$ cat config.mk
export PLATFORM = sky130hd
export DESIGN_NAME = ula_ctrl_muldiv
export DESIGN_NICKNAME = d
export VERILOG_FILES = /design/src/rtl/ula_pkg.sv /design/src/rtl/muldiv_iter.sv /design/src/rtl/ula_ctrl_muldiv.sv
export SDC_FILE = /design/constraint.sdc
export NUM_CORES = 1
export LEC_CHECK = 0
export CORE_MARGIN = 2
export CORE_UTILIZATION = 55
export CTS_BUF_LIST = sky130_fd_sc_hd__clkbuf_8 sky130_fd_sc_hd__clkbuf_16
export DETAILED_ROUTE_END_ITERATION = 8
export PLACE_DENSITY = 0.79
export SLEW_MARGIN = 5
export SYNTH_ARGS = -nofsm -noshare
export SYNTH_HDL_FRONTEND = slang
export SYNTH_HIERARCHICAL = 1
export SYNTH_SLANG_ARGS = --single-unit
$ cat constraint.sdc
create_clock -name clk -period 4.7 [get_ports clk]
set_clock_uncertainty 0.15 [all_clocks]
set_input_delay 1.175 -clock clk [delete_from_list [all_inputs] [get_ports clk]]
set_output_delay 1.175 -clock clk [all_outputs]
set_load 0.01 [all_outputs]
$ cat src/rtl/ula_pkg.sv
// ula_pkg: funct codes, ULA control codes and muldiv FSM encoding for ula_ctrl_muldiv.
package ula_pkg;
  localparam logic [5:0] F_ADD   = 6'b100000;
  localparam logic [5:0] F_ADDU  = 6'b100001;
  localparam logic [5:0] F_SUB   = 6'b100010;
  localparam logic [5:0] F_SUBU  = 6'b100011;
  localparam logic [5:0] F_AND   = 6'b100100;
  localparam logic [5:0] F_OR    = 6'b100101;
  localparam logic [5:0] F_NOR   = 6'b100111;
  localparam logic [5:0] F_SLT   = 6'b101010;
  localparam logic [5:0] F_SLTU  = 6'b101011;
  localparam logic [5:0] F_MULT  = 6'b011000;
  localparam logic [5:0] F_MULTU = 6'b011001;
  localparam logic [5:0] F_DIV   = 6'b011010;
  localparam logic [5:0] F_DIVU  = 6'b011011;
  localparam logic [5:0] F_MFHI  = 6'b010000;
  localparam logic [5:0] F_MTHI  = 6'b010001;
  localparam logic [5:0] F_MFLO  = 6'b010010;
  localparam logic [5:0] F_MTLO  = 6'b010011;
  localparam logic [3:0] ULA_AND  = 4'b0000;
  localparam logic [3:0] ULA_OR   = 4'b0001;
  localparam logic [3:0] ULA_ADD  = 4'b0010;
  localparam logic [3:0] ULA_SUB  = 4'b0110;
  localparam logic [3:0] ULA_SLT  = 4'b0111;
  localparam logic [3:0] ULA_SLTU = 4'b1000;
  localparam logic [3:0] ULA_NOR  = 4'b1100;
  localparam logic [3:0] ULA_BAD  = 4'b1111;
  typedef enum logic [1:0] {S_IDLE, S_RUN, S_FIX} md_state_e;
  function automatic logic is_md(input logic [5:0] f);
    return f[5:2] == 4'b0110;
  endfunction
  function automatic logic is_hilo(input logic [5:0] f);
    return f[5:2] == 4'b0100;
  endfunction
endpackage

$ cat src/rtl/muldiv_iter.sv
// muldiv_iter: WIDTH-step shift-add multiply / restoring divide on magnitudes, sign fix in FIX.
module muldiv_iter
  import ula_pkg::*;
#(
  parameter int WIDTH = 32
) (
  input  logic             clk,
  input  logic             rst,
  input  logic             start,
  input  logic             op_div,
  input  logic             op_sgn,
  input  logic [WIDTH-1:0] a,
  input  logic [WIDTH-1:0] b,
  output logic             busy,
  output logic             done,
  output logic             wr,
  output logic [WIDTH-1:0] res_hi,
  output logic [WIDTH-1:0] res_lo
);
  localparam int CW = $clog2(WIDTH);
  md_state_e st_q, st_d;
  logic [CW-1:0] cnt_q, cnt_d;
  logic [WIDTH-1:0] hi_q, hi_d, lo_q, lo_d, b_q, b_d, ma, mb;
  logic div_q, div_d, sa_q, sa_d, sb_q, sb_d, bz_q, bz_d, done_q, rem_ge;
  logic [WIDTH:0] sum, rem_t;
  logic [2*WIDTH-1:0] prod;
  assign ma = (op_sgn && a[WIDTH-1]) ? -a : a;
  assign mb = (op_sgn && b[WIDTH-1]) ? -b : b;
  always_ff @(posedge clk) begin
    if (rst) begin
      st_q   <= S_IDLE;
      done_q <= 1'b0;
    end else begin
      st_q   <= st_d;
      done_q <= st_q == S_FIX;
    end
  end
  always_ff @(posedge clk) begin
    cnt_q <= cnt_d;
    hi_q  <= hi_d;
    lo_q  <= lo_d;
    b_q   <= b_d;
    div_q <= div_d;
    sa_q  <= sa_d;
    sb_q  <= sb_d;
    bz_q  <= bz_d;
  end
  always_comb begin
    st_d = st_q;
    if (st_q == S_IDLE && start) st_d = S_RUN;
    else if (st_q == S_RUN && cnt_q == '0) st_d = S_FIX;
    else if (st_q == S_FIX) st_d = S_IDLE;
  end
  // lo holds the multiplier (mul) or dividend (div); both shift out one bit per step
  always_comb begin
    sum    = {1'b0, hi_q} + (lo_q[0] ? {1'b0, b_q} : '0);
    rem_t  = {hi_q, lo_q[WIDTH-1]};
    rem_ge = rem_t >= {1'b0, b_q};
    cnt_d  = st_q == S_IDLE ? CW'(WIDTH-1) : cnt_q - CW'(1);
    hi_d   = hi_q;
    lo_d   = lo_q;
    b_d    = b_q;
    div_d  = div_q;
    sa_d   = sa_q;
    sb_d   = sb_q;
    bz_d   = bz_q;
    if (st_q == S_IDLE && start) begin
      hi_d  = '0;
      lo_d  = ma;
      b_d   = mb;
      div_d = op_div;
      sa_d  = op_sgn & a[WIDTH-1];
      sb_d  = op_sgn & b[WIDTH-1];
      bz_d  = b == '0;
    end else if (st_q == S_RUN && div_q) begin
      hi_d = rem_ge ? WIDTH'(rem_t - {1'b0, b_q}) : rem_t[WIDTH-1:0];
      lo_d = {lo_q[WIDTH-2:0], rem_ge};
    end else if (st_q == S_RUN) begin
      {hi_d, lo_d} = {sum, lo_q[WIDTH-1:1]};
    end
  end
  always_comb begin
    busy = st_q != S_IDLE;
    wr   = st_q == S_FIX;
    done = done_q;
    prod = (sa_q ^ sb_q) ? -{hi_q, lo_q} : {hi_q, lo_q};
    res_hi = div_q ? (sa_q ? -hi_q : hi_q) : prod[2*WIDTH-1:WIDTH];
    res_lo = !div_q ? prod[WIDTH-1:0] : bz_q ? {WIDTH{1'b1}} : (sa_q ^ sb_q) ? -lo_q : lo_q;
  end
endmodule

$ cat src/rtl/ula_ctrl_muldiv.sv
// ula_ctrl_muldiv: MIPS ALU control decode plus HI/LO and iterative mul/div with stall.
// Define MULDIV_DIVZERO_EXC_EN to trap divide-by-zero instead of running it.
module ula_ctrl_muldiv
  import ula_pkg::*;
#(
  parameter int WIDTH  = 32,
  parameter int CTRL_W = 4
) (
  input  logic              clk,
  input  logic              reset,
  input  logic [1:0]        ULAOp,
  input  logic [5:0]        funct,
  input  logic              op_valid,
  input  logic [WIDTH-1:0]  rs_val,
  input  logic [WIDTH-1:0]  rt_val,
  output logic [CTRL_W-1:0] ULActrl,
  output logic              illegal,
  output logic [WIDTH-1:0]  mf_data,
  output logic              stall,
  output logic              busy,
  output logic              done,
  output logic [WIDTH-1:0]  hi,
  output logic [WIDTH-1:0]  lo,
  output logic              div_zero_exc
);
  logic [3:0] ctrl;
  logic [WIDTH-1:0] hi_q, lo_q, res_hi, res_lo;
  logic r_type, start_req, start, md_busy, wr;
  always_comb begin
    ctrl    = ULA_ADD;
    illegal = 1'b0;
    if (ULAOp[0]) ctrl = ULA_SUB;
    else if (ULAOp == 2'b10) begin
      case (funct)
        F_ADD, F_ADDU, F_MULT, F_MULTU, F_DIV, F_DIVU,
        F_MFHI, F_MTHI, F_MFLO, F_MTLO: ctrl = ULA_ADD;
        F_SUB, F_SUBU: ctrl = ULA_SUB;
        F_AND:  ctrl = ULA_AND;
        F_OR:   ctrl = ULA_OR;
        F_NOR:  ctrl = ULA_NOR;
        F_SLT:  ctrl = ULA_SLT;
        F_SLTU: ctrl = ULA_SLTU;
        default: begin
          ctrl    = ULA_BAD;
          illegal = 1'b1;
        end
      endcase
    end
  end
  assign ULActrl   = CTRL_W'(ctrl);
  assign r_type    = ULAOp == 2'b10 && op_valid;
  assign start_req = r_type && is_md(funct);
  assign stall     = md_busy && r_type && (is_md(funct) || is_hilo(funct));
  assign mf_data   = ULAOp != 2'b10 ? '0 : funct == F_MFHI ? hi_q : funct == F_MFLO ? lo_q : '0;
  assign busy      = md_busy;
  assign hi        = hi_q;
  assign lo        = lo_q;
`ifdef MULDIV_DIVZERO_EXC_EN
  logic exc_q, dz_req;
  assign dz_req = start_req && !md_busy && funct[1] && rt_val == '0;
  assign start  = start_req && !md_busy && !dz_req;
  always_ff @(posedge clk) exc_q <= reset ? 1'b0 : dz_req;
  assign div_zero_exc = exc_q;
`else
  assign start        = start_req && !md_busy;
  assign div_zero_exc = 1'b0;
`endif
  muldiv_iter #(.WIDTH(WIDTH)) u_md (
    .clk    (clk),
    .rst    (reset),
    .start  (start),
    .op_div (funct[1]),
    .op_sgn (~funct[0]),
    .a      (rs_val),
    .b      (rt_val),
    .busy   (md_busy),
    .done   (done),
    .wr     (wr),
    .res_hi (res_hi),
    .res_lo (res_lo)
  );
  // engine writes occur while busy, so they never collide with mthi/mtlo
  always_ff @(posedge clk) begin
    if (reset) begin
      hi_q <= '0;
      lo_q <= '0;
    end else if (wr) begin
      hi_q <= res_hi;
      lo_q <= res_lo;
    end else if (r_type && !md_busy && funct == F_MTHI) hi_q <= rs_val;
    else if (r_type && !md_busy && funct == F_MTLO) lo_q <= rs_val;
  end
endmodule
==> results.md <==
* Power Density at about 310 nW/µm²
* CTS HTree Levels at 4
* Initial antenna violation count at 1
* Most frequent CP cell: clkdlybuf4s50_1
* Starting DRC count in detailed routing at 1805
* Synthesized flop and latch total at 172
* Worst Hold Class: reg -> reg
* Remaining antenna violation count after routing at 0
* VDD IR-drop max at 186.6 µV
* Number of vias per cell at 6.309
* DRC at 0
* Share of cells above drive strength 1 at 0.07462
* Hold_buf cts at 0
* Leakage at 7.094 nW
* Die area at 27480 µm²
* Critical-path top delay cell: clkdlybuf4s50_1
* Number of buffers and inverters on the critical path at 3
* Pins Over Slew Limit at 0
* YS warnings at 6
* Worst EP required at 3.38 ns
* Main area contributors after synthesis: dfxtp_1 (14%), edfxtp_1 (14%), ha_1 (6.0%)
* GRT Overall Usage at 0.3240
* Vias in the first global route at 14097
* Max-Cap Viols at 0
* WHS at 0.2645 ns
* Clock transition at path regs at 0.08 ns
* Synth cell count leaders: nand2_1 (227), nor2_1 (193), a21oi_1 (141)
* CTS root buffer: clkbuf_16
* Mean Syn Cell Area at 7.673 µm²
* # fillers at ~2300
* Synth-to-Final Area Change at 19.44%
* Ys async rst share at 0
* Nets at 2170
* Starting density of the core at 0.5556
* Critical path cell sequence: clkdlybuf4s50_1 > nor3b_4 > and4_4 > buf_12 > a22oi_1 > nor2_1 > clkdlybuf4s50_1
* RSZ-0062 raised after global routing: no
* Yosys cell types at 76
* Setup_tns at 0 ns
* Global-route wire length before repair at 73.40 mm
* I/O pin total at 180
* Die height at 165.8 µm
* Hold Vio Cnt, Final at 0
* Post-cts resize count at 0
* Largest net degree at the start of global routing at 68
* Worst-Skew Late Latency at 0.44 ns
* Outcome: finished clean
* Syn nets at 2022
* IO buf count at 178
* TritonCTS clock tree: done
* Core ar. at around 26000 µm²
* Final HPWL DP at between 30 and 40 mm
* Row count at 59
* Mapped Cells at between 1500 and 2000
* Crit path arrival time at 3.26 ns
* CTS Sinks at 172
* Number of synthesized flops with an enable pin at 68
* Max incr delay on CP at 0.55 ns
* Worst-Margin Slew at 1.190 ns
* Sequential element share of the synthesized area at 0.2865
* Crit path kind: in -> out
* Top FF cell, synth: dfxtp_1
* Final WL at 46.19 mm
* Critical path endpoint category: output port
* Mapped Area at 14400 µm²
* Congestion Overflow GR at 0
* Cell family with most CP delay: buffers and inverters
* Slew headroom at 0.2034
* Top-area cell type share of the netlist area at 0.1446
* Setup Buffers After CTS at 0
* Design Area, Final at between 15000 and 20000 µm²
* Finish-stage setup viols at 0
* Minimum clock period at 4.588 ns
* WL per Instance at 19.46 µm
* Max FO, Critical Path at 32
* Inserted Clock Buffers at 17
* Clock Tree Buf Depth at 2
* CP Launch Type: input pin
* Tcrit/Tclk final at 0.9763
* DP Area at 16590 µm²
* Total number of vias at 14972
* GPL Wtd Cong at 0.9583
* Achievable Freq at between 0.2 and 0.25 GHz
* Yosys top cell by area: dfxtp_1
* Die width at 165.8 µm
* Most numerous cell in the Yosys netlist: nand2_1
* Drt pass-1 iters at 6
-- sequential cells by signal, indices dropped and copies added, names as in the netlist --
name        count
u_md/bz_q       1
u_md/st_q       2
u_md/done       1
u_md/cnt_q      5
u_md/lo_q      32
u_md/sb_q       1
lo             32
u_md/div_q      1
u_md/b_q       32
u_md/sa_q       1
hi             32
u_md/hi_q      32
-- cell type report --
type	instances	area [µm²]	area share
inverters	101	379.1	0.02205
clock inverters	14	123.9	0.007204
diodes	1	2.502	0.0001455
clock buffers	18	450.4	0.02620
multi-input cells	1498	9448	0.5495
well taps	335	419.2	0.02438
repair buffers	234	2247	0.1307
flip-flops and latches	172	4124	0.2398
-- power by group --
| part | total (mW) | switching, mW | internal [mW] |
|---|---|---|---|
| combinational | 2.16 | 1.22 | 0.939 |
| clock | 1.40 | 0.675 | 0.729 |
| sequential | 1.85 | 0.204 | 1.64 |
| total | 5.41 | 2.10 | 3.31 |
-- layer usage --
layer | share of wire | vias to the layer above | routed length [µm] | track usage
met4 | 0.031 | 0 | 1413 | 0.1146
met2 | 0.48 | 784 | 22090 | 0.5607
li1 | - | 7066 | - | -
met3 | 0.087 | 106 | 4020 | 0.05124
met5 | 0 | - | 0 | 0
met1 | 0.40 | 7016 | 18670 | 0.4105
-- worst register-to-register path, stage by stage, from the launching register on --
cell	delay [ns]
edfxtp_1	0.47
inv_1	0.41
nor2_1	0.15
fa_1	0.49
a211oi_1	0.25
o311ai_0	0.23
a41oi_1	0.61
a22oi_1	0.27
a32oi_1	0.33
nand2b_1	0.14
a311o_1	0.39
xor2_1	0.15
o211a_1	0.20
-- worst paths after layout --
path / start / endpoint / slack [ns] / cells past startpoint
setup reg to reg: u_md/lo_q[0] / u_md/hi_q[27] / 0.37 / 12
setup / recovery: funct[4] / mf_data[22] / 0.11 / 7
hold / removal: u_md/cnt_q[0] / u_md/cnt_q[0] / 0.26 / 1
hold reg to reg: u_md/cnt_q[0] / u_md/cnt_q[0] / 0.26 / 1
-- per-stage QoR --
step / utilization / setup slack, ns / total power [mW] / instances
after floorplan: - / 0.9391 / 3.345 / 1876
after global routing: 0.6635 / 0.01770 / 5.682 / 2372
final: 0.6636 / 0.1116 / 5.411 / 2373
after CTS: 0.6626 / 0.09558 / 5.361 / 2372
after global placement: 0.6404 / 0.1739 / 3.929 / 2340
after detailed placement: 0.6404 / 0.09740 / 3.967 / 2340
-- cell usage in the layout (no fill, tap or decap), drive strengths merged, types with 25 or more instances in the layout --
cell type	netlist	routed
nand2	227	227
nor2	193	193
clkdlybuf4s50	0	170
a21oi	142	142
nand3	122	122
inv	101	108
dfxtp	104	104
o21ai	95	95
xnor2	87	87
xor2	85	85
ha	69	69
edfxtp	68	68
buf	34	56
a22oi	47	47
a31oi	39	39
nor3	38	38
o221a	31	31
a21o	25	25
-- cell families after synthesis --
kind of cell,count (synthesis),synth area share
AOI/OAI and AO/OA,492,0.2256
xor gates and xnor gates,172,0.1046
adders and majority gates,71,0.06276
buffers and inverters,206,0.05919
DFF,172,0.2865
muxes,25,0.01764
other,1,0.0002605
and+or+nand+nor,737,0.2434
Note: power is estimated with default switching activity, not from simulation.
